--- src/rtl/csr_trap_ctrl.sv ---
// Arbitrates the single CSR-file write port between CSR instructions and the
// machine-mode trap-entry / mret sequences, then issues the PC redirect.
module csr_trap_ctrl #(
    parameter int XLEN     = 32,
    parameter int IRQ_CODE = 11
) (
    input  logic            clk,
    input  logic            rst,
    input  logic            inst_csr_wen,
    input  logic [11:0]     inst_csr_waddr,
    input  logic [XLEN-1:0] inst_csr_wdata,
    input  logic            trap_req,
    input  logic [XLEN-1:0] trap_cause,
    input  logic [XLEN-1:0] trap_pc,
    input  logic [XLEN-1:0] trap_tval,
    input  logic            mret_req,
    input  logic            irq_pending,
    input  logic [XLEN-1:0] irq_pc,
    input  logic [XLEN-1:0] mstatus,
    input  logic [XLEN-1:0] mtvec,
    input  logic [XLEN-1:0] mepc,
    output logic            csr_we,
    output logic [11:0]     csr_waddr,
    output logic [XLEN-1:0] csr_wdata,
    output logic            busy,
    output logic            trap_ack,
    output logic            redirect_valid,
    output logic [XLEN-1:0] redirect_pc
);

    localparam logic [2:0] S_IDLE     = 3'd0;
    localparam logic [2:0] S_T_EPC    = 3'd1;
    localparam logic [2:0] S_T_CAUSE  = 3'd2;
    localparam logic [2:0] S_T_TVAL   = 3'd3;
    localparam logic [2:0] S_T_STATUS = 3'd4;
    localparam logic [2:0] S_T_JUMP   = 3'd5;
    localparam logic [2:0] S_R_STATUS = 3'd6;
    localparam logic [2:0] S_R_JUMP   = 3'd7;

    localparam logic [XLEN-1:0] ALIGN_MASK = ~XLEN'(3);
    localparam logic [XLEN-1:0] IRQ_CAUSE  = {1'b1, (XLEN-1)'(IRQ_CODE)};

    logic [2:0]      state_q, state_d;
    logic [XLEN-1:0] pc_q, pc_d;
    logic [XLEN-1:0] cause_q, cause_d;
    logic [XLEN-1:0] tval_q, tval_d;
    logic            busy_q, busy_d;
    logic            ack_q, ack_d;
    logic            rv_q, rv_d;
    logic [XLEN-1:0] rpc_q, rpc_d;
    logic            accept;

    // Trap entry: MPIE <= MIE, MIE <= 0, MPP <= M.
    function automatic logic [XLEN-1:0] trap_status(input logic [XLEN-1:0] ms);
        logic [XLEN-1:0] r;
        r        = ms;
        r[7]     = ms[3];
        r[3]     = 1'b0;
        r[12:11] = 2'b11;
        return r;
    endfunction

    // Return: MIE <= MPIE, MPIE <= 1, MPP <= M.
    function automatic logic [XLEN-1:0] mret_status(input logic [XLEN-1:0] ms);
        logic [XLEN-1:0] r;
        r        = ms;
        r[3]     = ms[7];
        r[7]     = 1'b1;
        r[12:11] = 2'b11;
        return r;
    endfunction

    function automatic logic [XLEN-1:0] trap_target(input logic [XLEN-1:0] tvec,
                                                    input logic [XLEN-1:0] cause);
        logic [XLEN-1:0] base;
        base = tvec & ALIGN_MASK;
        if (tvec[1:0] == 2'b01 && cause[XLEN-1])
            return base + {cause[XLEN-3:0], 2'b00};
        return base;
    endfunction

    always_comb begin
        state_d   = state_q;
        pc_d      = pc_q;
        cause_d   = cause_q;
        tval_d    = tval_q;
        rpc_d     = rpc_q;
        rv_d      = 1'b0;
        accept    = 1'b0;
        csr_we    = 1'b0;
        csr_waddr = 12'h000;
        csr_wdata = '0;
        case (state_q)
            S_IDLE: begin
                // The redirect/flush cycle still counts as busy; nothing is taken until it is over.
                if (!rv_q) begin
                    if (trap_req) begin
                        accept  = 1'b1;
                        pc_d    = trap_pc;
                        cause_d = trap_cause;
                        tval_d  = trap_tval;
                        state_d = S_T_EPC;
                    end else if (mret_req) begin
                        accept  = 1'b1;
                        state_d = S_R_STATUS;
                    end else if (irq_pending && mstatus[3]) begin
                        accept  = 1'b1;
                        pc_d    = irq_pc;
                        cause_d = IRQ_CAUSE;
                        tval_d  = '0;
                        state_d = S_T_EPC;
                    end else begin
                        csr_we    = inst_csr_wen;
                        csr_waddr = inst_csr_waddr;
                        csr_wdata = inst_csr_wdata;
                    end
                end
            end
            S_T_EPC: begin
                csr_we    = 1'b1;
                csr_waddr = 12'h341;
                csr_wdata = pc_q & ALIGN_MASK;
                state_d   = S_T_CAUSE;
            end
            S_T_CAUSE: begin
                csr_we    = 1'b1;
                csr_waddr = 12'h342;
                csr_wdata = cause_q;
                state_d   = S_T_TVAL;
            end
            S_T_TVAL: begin
                csr_we    = 1'b1;
                csr_waddr = 12'h343;
                csr_wdata = tval_q;
                state_d   = S_T_STATUS;
            end
            S_T_STATUS: begin
                csr_we    = 1'b1;
                csr_waddr = 12'h300;
                csr_wdata = trap_status(mstatus);
                state_d   = S_T_JUMP;
            end
            S_T_JUMP: begin
                rv_d    = 1'b1;
                rpc_d   = trap_target(mtvec, cause_q);
                state_d = S_IDLE;
            end
            S_R_STATUS: begin
                csr_we    = 1'b1;
                csr_waddr = 12'h300;
                csr_wdata = mret_status(mstatus);
                state_d   = S_R_JUMP;
            end
            S_R_JUMP: begin
                rv_d    = 1'b1;
                rpc_d   = mepc & ALIGN_MASK;
                state_d = S_IDLE;
            end
            default: state_d = S_IDLE;
        endcase
        ack_d  = accept;
        busy_d = accept || (state_q != S_IDLE);
    end

    always_ff @(posedge clk or posedge rst) begin
        if (rst) begin
            state_q <= S_IDLE;
            pc_q    <= '0;
            cause_q <= '0;
            tval_q  <= '0;
            busy_q  <= 1'b0;
            ack_q   <= 1'b0;
            rv_q    <= 1'b0;
            rpc_q   <= '0;
        end else begin
            state_q <= state_d;
            pc_q    <= pc_d;
            cause_q <= cause_d;
            tval_q  <= tval_d;
            busy_q  <= busy_d;
            ack_q   <= ack_d;
            rv_q    <= rv_d;
            rpc_q   <= rpc_d;
        end
    end

    assign busy           = busy_q;
    assign trap_ack       = ack_q;
    assign redirect_valid = rv_q;
    assign redirect_pc    = rpc_q;

endmodule

--- config.mk ---
export PLATFORM = sky130hd
export DESIGN_NAME = csr_trap_ctrl
export DESIGN_NICKNAME = d
export VERILOG_FILES = /design/src/rtl/csr_trap_ctrl.sv
export SDC_FILE = /design/constraint.sdc
export NUM_CORES = 1
export LEC_CHECK = 0
export CORE_MARGIN = 4
export CORE_UTILIZATION = 43
export CTS_BUF_LIST = sky130_fd_sc_hd__clkbuf_8 sky130_fd_sc_hd__clkbuf_16
export CTS_CLUSTER_DIAMETER = 30
export DETAILED_ROUTE_END_ITERATION = 10
export PLACE_DENSITY = 0.82
export SLEW_MARGIN = 20
export SYNTH_ARGS = -nofsm -noshare
export SYNTH_HDL_FRONTEND = slang
export SYNTH_SLANG_ARGS = --single-unit
--- constraint.sdc ---
create_clock -name clk -period 5.4 [get_ports clk]
set_input_delay 0.81 -clock clk [delete_from_list [all_inputs] [get_ports clk]]
set_output_delay 0.81 -clock clk [all_outputs]
set_load 0.005 [all_outputs]
==> results.toml <==
[logic_synthesis]
synthFlopType = "dfrtp_1"
synthTopCellsByArea = "dfrtp_1 40%, a22o_1 6.5%, nand2_1 5.6%"
syn_avg_cell_area_um2 = 8.95
synth_common_cells = "130 x dfrtp_1, 120 x nand2_1, 67 x o21ai_0"
synth_edf_count = 0
synth_top_area_share_pct = 40.3
synth-seq-cells = 130
yosysTopAreaCell = "dfrtp_1"
syn-cell-area_mm2 = 0.00806
yosysSeqAreaShare_pct = 40.3
post-synth-top-count-cell = "dfrtp_1"
async_reset_ff_share_pct = 100
ys_types = 63
synth_warnings = 0
syn_inst = 901

[power]
switchingPower_uw = 2460
ir_drop_mv = 0.279
combPwrFrac_pct = 52.1
p_sw_share_pct = 38.7
power_frac_clock_pct = 19.9
pwr-share-seq_pct = 28.1
power_uw = 6340
p_per_area_mw_per_mm2 = 514
power.internal_uw = 3890
p_leak_uw = 0.00535

[clock_tree]
ctsHoldBuffers = 0
cts_tree = "built"
cts_made_buffers = 17
clock_sinks = 130
h-tree-depth = 4
postCtsSetupRepairBufs = 0
max-clock-path-buffers = 2
root_buffer = "clkbuf_16"
clk_pin_slew_worst_paths_ps = 50
clk_latency_ps = 420
post_cts_resized = 0

[worst_setup_path]
r2r_end = "redirect_pc[30]$_DFFE_PP0P_"
rr_worst_depth = 10
cp-end-kind = "output port"
path_max_fanout = 27
regToRegStartpoint = "cause_q[0]$_DFFE_PP0P_"
critical-path-max-stage-delay_ps = 780
path_cells = "nor2b_1, and2_1, buf_4, a22oi_1, o21ai_0, clkdlybuf4s50_1"
timing.critical_path.slowest_stage_cell = "dfrtp_1"
start_kind = "flip-flop"
critPathArrivalTime_ps = 3280
critical_path_required_ps = 4590
r2r_slack_ps = 2360
crit_type = "flip-flop to output port"

[sta]
rsz0062_at_grt = "false"
setup_viol = 0
min_period_over_period_pct = 75.8
min_period_ps = 4090
max_freq_mhz = 244
hold_ws_ps = 474
hold_viol_final = 0
relSlewSlack_pct = 28.6
maxSlewViolCount = 0
fin_skew_ps = 9.75
fin_tns_setup_ps = 0
worst_pin_slew_ps = 1070

[global_routing]
grt_pass1_wl_um = 47600
grtUsageTotal_pct = 28.3
grt_max_degree = 107
overflow = 0
grt_pass1_vias = 8670
antenna_found_initial = 5

[die]
die_w_um = 145
initial_core_util_pct = 44.3
fp.dieH_um = 145
fp.coreArea_mm2 = 0.0182
num_io_pins = 354
dieArea_mm2 = 0.0210
fp-row-count = 49

[drt]
drc_errors = 0
drtAntennaViolNets = 0
via_count = 8510
drtPass1Iterations = 5
drt_wl_total_um = 30700
avgViaCountPerCell = 5.82
wl_per_cell_um = 21.0
drt-initial-drc-count = 688

[run_status]
status = "finished clean"

[final_layout]
final_net_count = 1519
syn_to_final_growth_pct = 53.1
final_cell_count_no_fill = 1462
fill_cells = 1475
drive_above_1_share_pct = 5.29
design_area_mm2 = 0.0123

[placement]
dp.cells = 1424
portBuffers = 343
gp_congestion = 0.869
dp_hpwl_um = 23000
placed_area_mm2 = 0.0117

[hold_path]
hold_path_end = "redirect_pc[12]$_DFFE_PP0P_"
holdCritStartpoint = "redirect_pc[12]$_DFFE_PP0P_"
whs_path_depth = 2
hold_class = "flip-flop to flip-flop"

[flow_run]
drv_cap = 0
==> per-layer routing <==
| metal | vias up | wire, um | GRT usage [%] |
|---|---|---|---|
| met2 | 382 | 14800 | 46.9 |
| met5 | - | 0 | 0 |
| met3 | 74 | 2130 | 5.96 |
| met1 | 4047 | 12500 | 35.3 |
| met4 | 0 | 1330 | 13.9 |
| li1 | 4007 | - | - |
==> per-stage QoR <==
step / setup slack (ps) / utilization, %
6_report: 1310 / 67.8
5_1_grt: 1190 / 67.8
4_1_cts: 1340 / 67.6
3_5_place_dp: 1480 / 64.1
3_3_place_gp: 1500 / 64.1
2_1_floorplan: 1120 / -
==> sequential cells by signal (all words and copies together), names as in the netlist <==
name	count
redirect_pc	30
pc_q	30
trap_ack	1
tval_q	32
cause_q	32
state_q	3
redirect_valid	1
busy	1
==> cell families after synthesis <==
| family | Yosys count | share of synthesized area (%) |
|---|---|---|
| simple gates | 268 | 15.3 |
| mux | 42 | 5.28 |
| fa+ha+maj | 30 | 4.75 |
| other cells | 1 | 0.0465 |
| buf+inv | 79 | 3.94 |
| xor+xnor | 19 | 2.06 |
| compound gates | 332 | 28.3 |
| flops | 130 | 40.3 |
==> cell usage in the layout (no fill, tap or decap), types with 6 or more instances in the layout <==
master / n
o21bai_1: 6
mux2i_1: 38
nand2_1: 120
a22o_1: 60
xor2_1: 7
a22oi_1: 55
dfrtp_1: 130
buf_4: 16
nor3_1: 11
clkdlybuf4s50_1: 342
inv_1: 11
and3_1: 33
xnor2_1: 12
nor2_1: 40
a211oi_1: 14
a221o_1: 6
o21ai_1: 7
nand3_1: 34
nor2b_1: 6
o21ai_0: 66
clkbuf_16: 17
a21o_1: 10
a21oi_1: 64
ha_1: 29
==> worst max-delay path: cells and delay by family, from the launching register on <==
| kind | cells | cell delay, ps |
|---|---|---|
| compound gates | 2 | 310 |
| buf+inv | 2 | 870 |
| simple gates | 2 | 900 |
| flops | 1 | 780 |
==> power by group through the flow <==
stage	clock network [uW]	logic [uW]	registers (uW)
global placement	0	3200	1760
floorplan	0	1940	1640
finish	1260	3300	1780
detailed placement	0	3270	1790
CTS	1270	3300	1780
global route	1320	3630	1830
==> worst max path at each step <==
| stage | start | end | slack [ps] | depth (start not counted) |
|---|---|---|---|---|
| after floorplan | rst | busy$_DFF_PP0_ | 1120 | 1 |
| after global placement | mstatus[3] | csr_wdata[3] | 1500 | 8 |
| after detailed placement | mstatus[3] | csr_wdata[3] | 1480 | 8 |
| after CTS | state_q[0]$_DFFE_PP0P_ | csr_wdata[3] | 1340 | 6 |
| after global routing | state_q[0]$_DFFE_PP0P_ | csr_wdata[24] | 1190 | 6 |
| final | state_q[0]$_DFFE_PP0P_ | csr_wdata[3] | 1310 | 6 |
==> cell type report <==
class / count / area [um2] / area share, %
Timing Repair Buffer: 360 / 3580 / 29.0
Sequential cell: 130 / 3250 / 26.3
Inverter: 13 / 53.8 / 0.436
Clock buffer: 19 / 453 / 3.67
Clock inverter: 13 / 185 / 1.50
Antenna cell: 5 / 12.5 / 0.101
Tap cell: 229 / 287 / 2.32
Multi-Input combinational cell: 693 / 4530 / 36.7
No activity file was read; power rests on OpenSTA's default activity.
